===== config.mk =====
export PLATFORM = sky130hd
export DESIGN_NAME = soc_region_decoder_flat
export DESIGN_NICKNAME = d
export VERILOG_FILES = /design/src/rtl/soc_region_decoder_if.sv /design/src/rtl/soc_region_decoder.sv /design/src/flat_wrapper.sv
export SDC_FILE = /design/constraint.sdc
export NUM_CORES = 2
export LEC_CHECK = 0
export CAP_MARGIN = 20
export CORE_ASPECT_RATIO = 1.4
export CORE_MARGIN = 4
export CORE_UTILIZATION = 39
export DETAILED_ROUTE_END_ITERATION = 16
export PLACE_DENSITY = 0.58
export SETUP_SLACK_MARGIN = 0.3
export SLEW_MARGIN = 25
export SYNTH_ARGS = -nofsm -noshare
export SYNTH_HDL_FRONTEND = slang
export SYNTH_SLANG_ARGS = --single-unit

===== constraint.sdc =====
create_clock -name clk_i -period 7.7 [get_ports clk_i]
set_clock_uncertainty 0.05 [all_clocks]
set_input_delay 2.31 -clock clk_i [delete_from_list [all_inputs] [get_ports clk_i]]
set_output_delay 2.31 -clock clk_i [all_outputs]
set_load 0.01 [all_outputs]

===== src/rtl/soc_region_decoder_if.sv =====
// Bus bundle for the region decoder: rule-table config port plus the
// valid/ready lookup request and response channels.
interface soc_region_decoder_if #(
  parameter int AddrWidth = 64,
  parameter int IdxWidth  = 3
);

  logic                 cfg_we_i;
  logic [IdxWidth-1:0]  cfg_idx_i;
  logic [AddrWidth-1:0] cfg_base_i;
  logic [AddrWidth-1:0] cfg_len_i;
  logic [3:0]           cfg_attr_i;
  logic                 cfg_lock_i;
  logic                 cfg_err_o;
  logic                 locked_o;

  logic                 req_valid_i;
  logic                 req_ready_o;
  logic [AddrWidth-1:0] req_addr_i;

  logic                 rsp_valid_o;
  logic                 rsp_ready_i;
  logic                 rsp_hit_o;
  logic                 rsp_multi_o;
  logic [IdxWidth-1:0]  rsp_idx_o;
  logic                 rsp_cached_o;
  logic                 rsp_exec_o;
  logic                 rsp_nonidem_o;

  modport master (
    output cfg_we_i, cfg_idx_i, cfg_base_i, cfg_len_i, cfg_attr_i, cfg_lock_i,
    input  cfg_err_o, locked_o,
    output req_valid_i, req_addr_i,
    input  req_ready_o,
    input  rsp_valid_o, rsp_hit_o, rsp_multi_o, rsp_idx_o,
    input  rsp_cached_o, rsp_exec_o, rsp_nonidem_o,
    output rsp_ready_i
  );

  modport slave (
    input  cfg_we_i, cfg_idx_i, cfg_base_i, cfg_len_i, cfg_attr_i, cfg_lock_i,
    output cfg_err_o, locked_o,
    input  req_valid_i, req_addr_i,
    output req_ready_o,
    output rsp_valid_o, rsp_hit_o, rsp_multi_o, rsp_idx_o,
    output rsp_cached_o, rsp_exec_o, rsp_nonidem_o,
    input  rsp_ready_i
  );

endinterface


===== src/rtl/soc_region_decoder.sv =====
// Programmable address-region decoder: a lockable table of {base,len,attr}
// rules looked up through a single registered valid/ready output stage.
module soc_region_decoder #(
  parameter int NrRules   = 8,
  parameter int AddrWidth = 64,
  parameter int IdxWidth  = (NrRules > 1) ? $clog2(NrRules) : 1,
  parameter logic [NrRules-1:0][AddrWidth-1:0] RstBase   = '{default: '0},
  parameter logic [NrRules-1:0][AddrWidth-1:0] RstLength = '{default: '0},
  parameter logic [NrRules-1:0][3:0]           RstAttr   = '{default: '0}
) (
  input logic                 clk_i,
  input logic                 rst_ni,
  soc_region_decoder_if.slave bus
);

  localparam int AttrValid   = 3;
  localparam int AttrCached  = 2;
  localparam int AttrExec    = 1;
  localparam int AttrNonidem = 0;

  logic                    r_locked;
  logic                    r_cfg_err;
  logic                    w_cfg_idx_ok;
  logic                    w_cfg_commit;

  logic [NrRules-1:0]      w_wr_sel;
  logic [NrRules-1:0]      w_match;
  logic [NrRules-1:0][3:0] w_attr;

  logic                    w_hit;
  logic                    w_multi;
  logic [IdxWidth-1:0]     w_win_idx;
  logic [3:0]              w_win_attr;

  logic                    w_req_ready;
  logic                    w_accept;

  logic                    r_rsp_valid;
  logic                    r_rsp_hit;
  logic                    r_rsp_multi;
  logic [IdxWidth-1:0]     r_rsp_idx;
  logic                    r_rsp_cached;
  logic                    r_rsp_exec;
  logic                    r_rsp_nonidem;

  // Out-of-range indices are rejected here so no rule select ever decodes them.
  assign w_cfg_idx_ok = (int'(bus.cfg_idx_i) < NrRules);
  assign w_cfg_commit = bus.cfg_we_i && !r_locked && w_cfg_idx_ok;

  always_ff @(posedge clk_i or negedge rst_ni) begin
    if (!rst_ni) begin
      r_locked  <= 1'b0;
      r_cfg_err <= 1'b0;
    end else begin
      r_locked  <= r_locked | bus.cfg_lock_i;
      r_cfg_err <= bus.cfg_we_i && !w_cfg_commit;
    end
  end

  genvar gi;
  generate
    for (gi = 0; gi < NrRules; gi++) begin : g_rule
      logic [AddrWidth-1:0] r_base;
      logic [AddrWidth-1:0] r_len;
      logic [3:0]           r_attr;
      logic [AddrWidth:0]   w_end;

      assign w_wr_sel[gi] = w_cfg_commit && (bus.cfg_idx_i == IdxWidth'(gi));

      always_ff @(posedge clk_i or negedge rst_ni) begin
        if (!rst_ni) begin
          r_base <= RstBase[gi];
          r_len  <= RstLength[gi];
          r_attr <= RstAttr[gi];
        end else if (w_wr_sel[gi]) begin
          r_base <= bus.cfg_base_i;
          r_len  <= bus.cfg_len_i;
          r_attr <= bus.cfg_attr_i;
        end
      end

      // One extra bit lets a region end exactly at 2^AddrWidth without wrapping.
      assign w_end = {1'b0, r_base} + {1'b0, r_len};

      assign w_match[gi] = r_attr[AttrValid]
                        && (r_len != '0)
                        && (bus.req_addr_i >= r_base)
                        && ({1'b0, bus.req_addr_i} < w_end);

      assign w_attr[gi] = r_attr;
    end
  endgenerate

  // Scan from the top so the lowest matching index is the one left standing.
  always_comb begin
    w_hit      = 1'b0;
    w_win_idx  = '0;
    w_win_attr = '0;
    for (int i = NrRules - 1; i >= 0; i--) begin
      if (w_match[i]) begin
        w_hit      = 1'b1;
        w_win_idx  = IdxWidth'(i);
        w_win_attr = w_attr[i];
      end
    end
  end

  assign w_multi = |(w_match & (w_match - NrRules'(1)));

  assign w_req_ready = !r_rsp_valid || bus.rsp_ready_i;
  assign w_accept    = bus.req_valid_i && w_req_ready;

  always_ff @(posedge clk_i or negedge rst_ni) begin
    if (!rst_ni) begin
      r_rsp_valid   <= 1'b0;
      r_rsp_hit     <= 1'b0;
      r_rsp_multi   <= 1'b0;
      r_rsp_idx     <= '0;
      r_rsp_cached  <= 1'b0;
      r_rsp_exec    <= 1'b0;
      r_rsp_nonidem <= 1'b0;
    end else if (w_accept) begin
      r_rsp_valid   <= 1'b1;
      r_rsp_hit     <= w_hit;
      r_rsp_multi   <= w_multi;
      r_rsp_idx     <= w_win_idx;
      r_rsp_cached  <= w_hit && w_win_attr[AttrCached];
      r_rsp_exec    <= w_hit && w_win_attr[AttrExec];
      // An unmapped address is treated as having side effects on access.
      r_rsp_nonidem <= !w_hit || w_win_attr[AttrNonidem];
    end else if (bus.rsp_ready_i) begin
      r_rsp_valid   <= 1'b0;
    end
  end

  assign bus.cfg_err_o     = r_cfg_err;
  assign bus.locked_o      = r_locked;
  assign bus.req_ready_o   = w_req_ready;
  assign bus.rsp_valid_o   = r_rsp_valid;
  assign bus.rsp_hit_o     = r_rsp_hit;
  assign bus.rsp_multi_o   = r_rsp_multi;
  assign bus.rsp_idx_o     = r_rsp_idx;
  assign bus.rsp_cached_o  = r_rsp_cached;
  assign bus.rsp_exec_o    = r_rsp_exec;
  assign bus.rsp_nonidem_o = r_rsp_nonidem;

endmodule


===== src/flat_wrapper.sv =====
// flat-port wrapper written by rule: the top's interface ports become plain ports
module soc_region_decoder_flat 
#(
  parameter int NrRules   = 8,
  parameter int AddrWidth = 64,
  parameter int IdxWidth  = (NrRules > 1) ? $clog2(NrRules) : 1,
  parameter logic [NrRules-1:0][AddrWidth-1:0] RstBase   = '{default: '0},
  parameter logic [NrRules-1:0][AddrWidth-1:0] RstLength = '{default: '0},
  parameter logic [NrRules-1:0][3:0]           RstAttr   = '{default: '0}
)
  (clk_i, rst_ni, bus_cfg_we_i, bus_cfg_idx_i, bus_cfg_base_i, bus_cfg_len_i, bus_cfg_attr_i, bus_cfg_lock_i, bus_cfg_err_o, bus_locked_o, bus_req_valid_i, bus_req_addr_i, bus_req_ready_o, bus_rsp_valid_o, bus_rsp_hit_o, bus_rsp_multi_o, bus_rsp_idx_o, bus_rsp_cached_o, bus_rsp_exec_o, bus_rsp_nonidem_o, bus_rsp_ready_i);
  soc_region_decoder_if #(.AddrWidth(AddrWidth), .IdxWidth(IdxWidth)) bus_i ();
  input logic clk_i;
  input logic rst_ni;
  input wire logic [$bits(bus_i.cfg_we_i)-1:0] bus_cfg_we_i;
  input wire logic [$bits(bus_i.cfg_idx_i)-1:0] bus_cfg_idx_i;
  input wire logic [$bits(bus_i.cfg_base_i)-1:0] bus_cfg_base_i;
  input wire logic [$bits(bus_i.cfg_len_i)-1:0] bus_cfg_len_i;
  input wire logic [$bits(bus_i.cfg_attr_i)-1:0] bus_cfg_attr_i;
  input wire logic [$bits(bus_i.cfg_lock_i)-1:0] bus_cfg_lock_i;
  output wire logic [$bits(bus_i.cfg_err_o)-1:0] bus_cfg_err_o;
  output wire logic [$bits(bus_i.locked_o)-1:0] bus_locked_o;
  input wire logic [$bits(bus_i.req_valid_i)-1:0] bus_req_valid_i;
  input wire logic [$bits(bus_i.req_addr_i)-1:0] bus_req_addr_i;
  output wire logic [$bits(bus_i.req_ready_o)-1:0] bus_req_ready_o;
  output wire logic [$bits(bus_i.rsp_valid_o)-1:0] bus_rsp_valid_o;
  output wire logic [$bits(bus_i.rsp_hit_o)-1:0] bus_rsp_hit_o;
  output wire logic [$bits(bus_i.rsp_multi_o)-1:0] bus_rsp_multi_o;
  output wire logic [$bits(bus_i.rsp_idx_o)-1:0] bus_rsp_idx_o;
  output wire logic [$bits(bus_i.rsp_cached_o)-1:0] bus_rsp_cached_o;
  output wire logic [$bits(bus_i.rsp_exec_o)-1:0] bus_rsp_exec_o;
  output wire logic [$bits(bus_i.rsp_nonidem_o)-1:0] bus_rsp_nonidem_o;
  input wire logic [$bits(bus_i.rsp_ready_i)-1:0] bus_rsp_ready_i;
  assign bus_i.cfg_we_i = bus_cfg_we_i;
  assign bus_i.cfg_idx_i = bus_cfg_idx_i;
  assign bus_i.cfg_base_i = bus_cfg_base_i;
  assign bus_i.cfg_len_i = bus_cfg_len_i;
  assign bus_i.cfg_attr_i = bus_cfg_attr_i;
  assign bus_i.cfg_lock_i = bus_cfg_lock_i;
  assign bus_cfg_err_o = bus_i.cfg_err_o;
  assign bus_locked_o = bus_i.locked_o;
  assign bus_i.req_valid_i = bus_req_valid_i;
  assign bus_i.req_addr_i = bus_req_addr_i;
  assign bus_req_ready_o = bus_i.req_ready_o;
  assign bus_rsp_valid_o = bus_i.rsp_valid_o;
  assign bus_rsp_hit_o = bus_i.rsp_hit_o;
  assign bus_rsp_multi_o = bus_i.rsp_multi_o;
  assign bus_rsp_idx_o = bus_i.rsp_idx_o;
  assign bus_rsp_cached_o = bus_i.rsp_cached_o;
  assign bus_rsp_exec_o = bus_i.rsp_exec_o;
  assign bus_rsp_nonidem_o = bus_i.rsp_nonidem_o;
  assign bus_i.rsp_ready_i = bus_rsp_ready_i;
  soc_region_decoder #(.NrRules(NrRules), .AddrWidth(AddrWidth), .IdxWidth(IdxWidth), .RstBase(RstBase), .RstLength(RstLength), .RstAttr(RstAttr)) u_core (.clk_i(clk_i), .rst_ni(rst_ni), .bus(bus_i));
endmodule

==> results.cfg <==
[status]
status = finished clean

[clock_tree]
worstSkewPairLatency_ns = 0.81
cts_hold_buf = 0
root_buffer = clkbuf_16
clk_pin_slew_worst_paths_ns = 0.06
cts_max_level = 4
clock_sinks = 1067
cts.path.max_buffers = 4
cts-buffers-inserted = 141
cts_tree = built

[yosys]
yosysTopAreaCell = dfrtp_1
synthSimpleGateAreaFrac_pct = 11.5
synth-compound-area-share_pct = 19.7
synthAdderAreaFrac_pct = 21.2
synth_fp_nets = 11500
syn_area_per_cell_sq_um = 9.37
synth_cell_types = 92
syn-instance-count = 9710
netlist_top_cells_area = dfrtp_1 29%, ha_1 21%, mux2_2 9.9%, a21o_1 4.5%, a21oi_1 4.4%
synthesis.area_sq_um = 90900
synthXorXnorAreaFrac_pct = 4.45
synth-seq-cells = 1067
yosys-mux-area-fraction_pct = 9.95
synth_edf_count = 0
yosysWarnings = 0
yosys_most_used_dff = dfrtp_1
synthArstFlopShare_pct = 100
synth_top_area_share_pct = 29.4
synth_top_family_by_area = adder cells
ys_seq_area_share_pct = 29.4

[grt]
grt_use_total_pct = 30.0
grt_antenna_before_repair = 21
grt.overflow.total = 0
grt_pass1_wl_um = 536000
grt_max_degree = 168
first_global_vias = 78800

[sta]
fin_crit_sh_pct = 93.9
slew_headroom_pct = 20.5
setup_violations = 0
rsz0062_at_grt = false
finalHoldViolations = 0
fmax_mhz = 138
final_max_slew_viol_count = 0
min_period_ns = 7.23
fin_tns_setup_ns = 0
worstMarginPinSlew_ns = 1.18

[setup_path]
max_stage_delay_ns = 0.60
crit_type = flip-flop to flip-flop
critPathMaxFanout = 5
crit_required_ns = 8.36
cp-end-kind = flip-flop
critPathSlowestCell = a2111oi_1
start_kind = flip-flop
crit_arrival_ns = 7.89

[detailed_routing]
firstDrtPassIters = 6
wl_per_cell_um = 28.0
route.detailed.drc = 0
totalWireLength_um = 372000
via_per_inst = 5.94
drt_iter0_drc = 5396
detail-route-antenna-nets = 0
vias = 78900

[floorplanning]
die_x_um = 416
io-pin-count = 217
die-area_sq_um = 241000
die_y_um = 579
core-area_sq_um = 232000
fp-row-count = 209
start_util_pct = 39.3

[pwr]
ir_drop_mv = 0.165
cellPowerDensity_nw_per_um2 = 180
leakagePower_nw = 51.9

[layout]
drive_gt1_share_pct = 14.5
fin_cells = 13300
utilization_pct = 44.9
area_growth_pct = 14.5
nets = 11900

[min_path]
min_path_type = flip-flop to flip-flop

[placement]
gp_congestion = 1.03
io_buffers = 216
dp.cells = 13000
hpwl_um = 307000

[job]
max_cap_viol_count = 0
==> routing by layer <==
metal,up-vias,share of wire [%],GRT usage [%]
met1,38300,36,31.1
met3,1164,4.3,3.80
met4,14,12,28.5
met2,2431,49,52.6
met5,-,0.024,0
li1,36900,-,-
==> repair_timing <==
action / in CTS / in global routing
endpoints found under the setup margin: 8 / 8
gates resized for setup: 18 / 77
hold endpoints to repair: 0 / 0
pin swaps: 6 / 26
setup buffers: 2 / 13
==> sequential cells by signal, summed over array words and instances, names as in the netlist <==
signal,cells
u_core.bus.rsp_multi_o,1
u_core.bus.rsp_cached_o,1
u_core.bus.rsp_exec_o,1
u_core.bus.cfg_err_o,1
u_core.g_rule.r_base,512
u_core.bus.rsp_nonidem_o,1
u_core.bus.rsp_idx_o,3
u_core.bus.rsp_valid_o,1
u_core.g_rule.r_len,512
u_core.g_rule.r_attr,32
u_core.bus.rsp_hit_o,1
u_core.bus.locked_o,1
==> cells in the final DEF, fill, tap and decap left out, types with 56 or more instances in the layout <==
| master | n |
|---|---|
| a211oi_1 | 90 |
| a21o_1 | 541 |
| a21oi_1 | 788 |
| a31oi_1 | 56 |
| buf_4 | 231 |
| clkbuf_16 | 143 |
| clkdlybuf4s50_1 | 211 |
| dfrtp_1 | 1067 |
| ha_1 | 1527 |
| inv_1 | 677 |
| mux2_2 | 802 |
| nand2_1 | 650 |
| nand2b_1 | 102 |
| nand3_1 | 170 |
| nand4_1 | 279 |
| nor2_1 | 315 |
| nor2b_1 | 82 |
| nor3_1 | 103 |
| nor4_1 | 153 |
| o211ai_1 | 73 |
| o21a_1 | 101 |
| o21ai_0 | 668 |
| o21bai_1 | 88 |
| xnor2_1 | 243 |
| xor2_1 | 219 |
==> per-stage QoR <==
step / setup WS (ns) / power, mW / area (sq um) / hold WS, ns
after detailed placement: -0.236 / 11.8 / 98800 / 0.424
after global routing: 0.281 / 19.7 / 104000 / 0.466
after CTS: 0.296 / 18.7 / 104000 / 0.448
final: 0.469 / 18.7 / 104000 / 0.445
after floorplan: 1.17 / 9.56 / 90900 / 0.422
after global placement: -0.457 / 11.7 / 98800 / 0.433
==> cell usage after synthesis, types with 45 or more instances <==
master,count
nor3_1,104
nor2_1,319
ha_1,1528
o21a_1,101
nor2b_1,82
inv_1,677
clkbuf_1,222
nand3_1,170
a31oi_1,59
a21oi_1,804
xor2_1,219
dfrtp_1,1067
nand4_1,279
o211ai_1,73
and3_1,45
o21ai_0,679
a21o_1,541
xnor2_1,243
o21bai_1,88
nor4_1,173
nand2b_1,103
a211oi_1,95
mux2_2,802
nand2_1,651
==> worst max-delay path: cells and delay by family, from the launching register on <==
kind,cells,cell delay [ns]
AND/OR/NAND/NOR,6,1.23
flip-flops,1,0.54
adder cells (fa/ha/maj),3,0.77
buffers and inverters,3,0.57
XOR/XNOR,1,0.16
AO/OA/AOI/OAI,16,3.79
==> path summary, 6_finish.rpt <==
path                                           startpoint  cells past startpoint  slack [ns]                          end
worst max-delay path            u_core.g_rule[0].r_len[0]                     29        0.47      u_core.bus.rsp_cached_o
worst min-delay path                 u_core.bus.rsp_hit_o                      1        0.45         u_core.bus.rsp_hit_o
worst max register to register  u_core.g_rule[0].r_len[0]                     29        0.47      u_core.bus.rsp_cached_o
worst min register to register       u_core.bus.rsp_hit_o                      1        0.45         u_core.bus.rsp_hit_o
max in group asynchronous                          rst_ni                      2        4.55  u_core.g_rule[5].r_base[17]
min in group asynchronous                          rst_ni                      1        1.42       u_core.bus.rsp_valid_o
==> where the power goes <==
group	internal (mW)	leakage [nW]	switching (mW)
clock network	4.06	2.26	2.83
logic	2.31	36.1	3.44
registers	5.84	13.5	0.242
total	12.2	51.9	6.51
==> logic make-up (layout without fill, tap and decap cells) <==
family	Yosys count	count (layout)
buf+inv	925	1421
other cells	0	14
fa+ha+maj	1537	1537
xor+xnor	462	462
mux	804	804
flops	1067	1067
compound gates	2821	2821
simple gates	2094	2094
==> final cells by class <==
cell class                      count  area (sq um)
Fill cell                       22500        128000
Clock buffer                      181          3950
Timing Repair Buffer              504          5010
Antenna cell                       14          35.0
Multi-Input combinational cell   7718         61400
Tap cell                         3059          3830
Inverter                          678          2540
Clock inverter                     58           678
Sequential cell                  1067         26700
(Power assumes the default switching activity.)
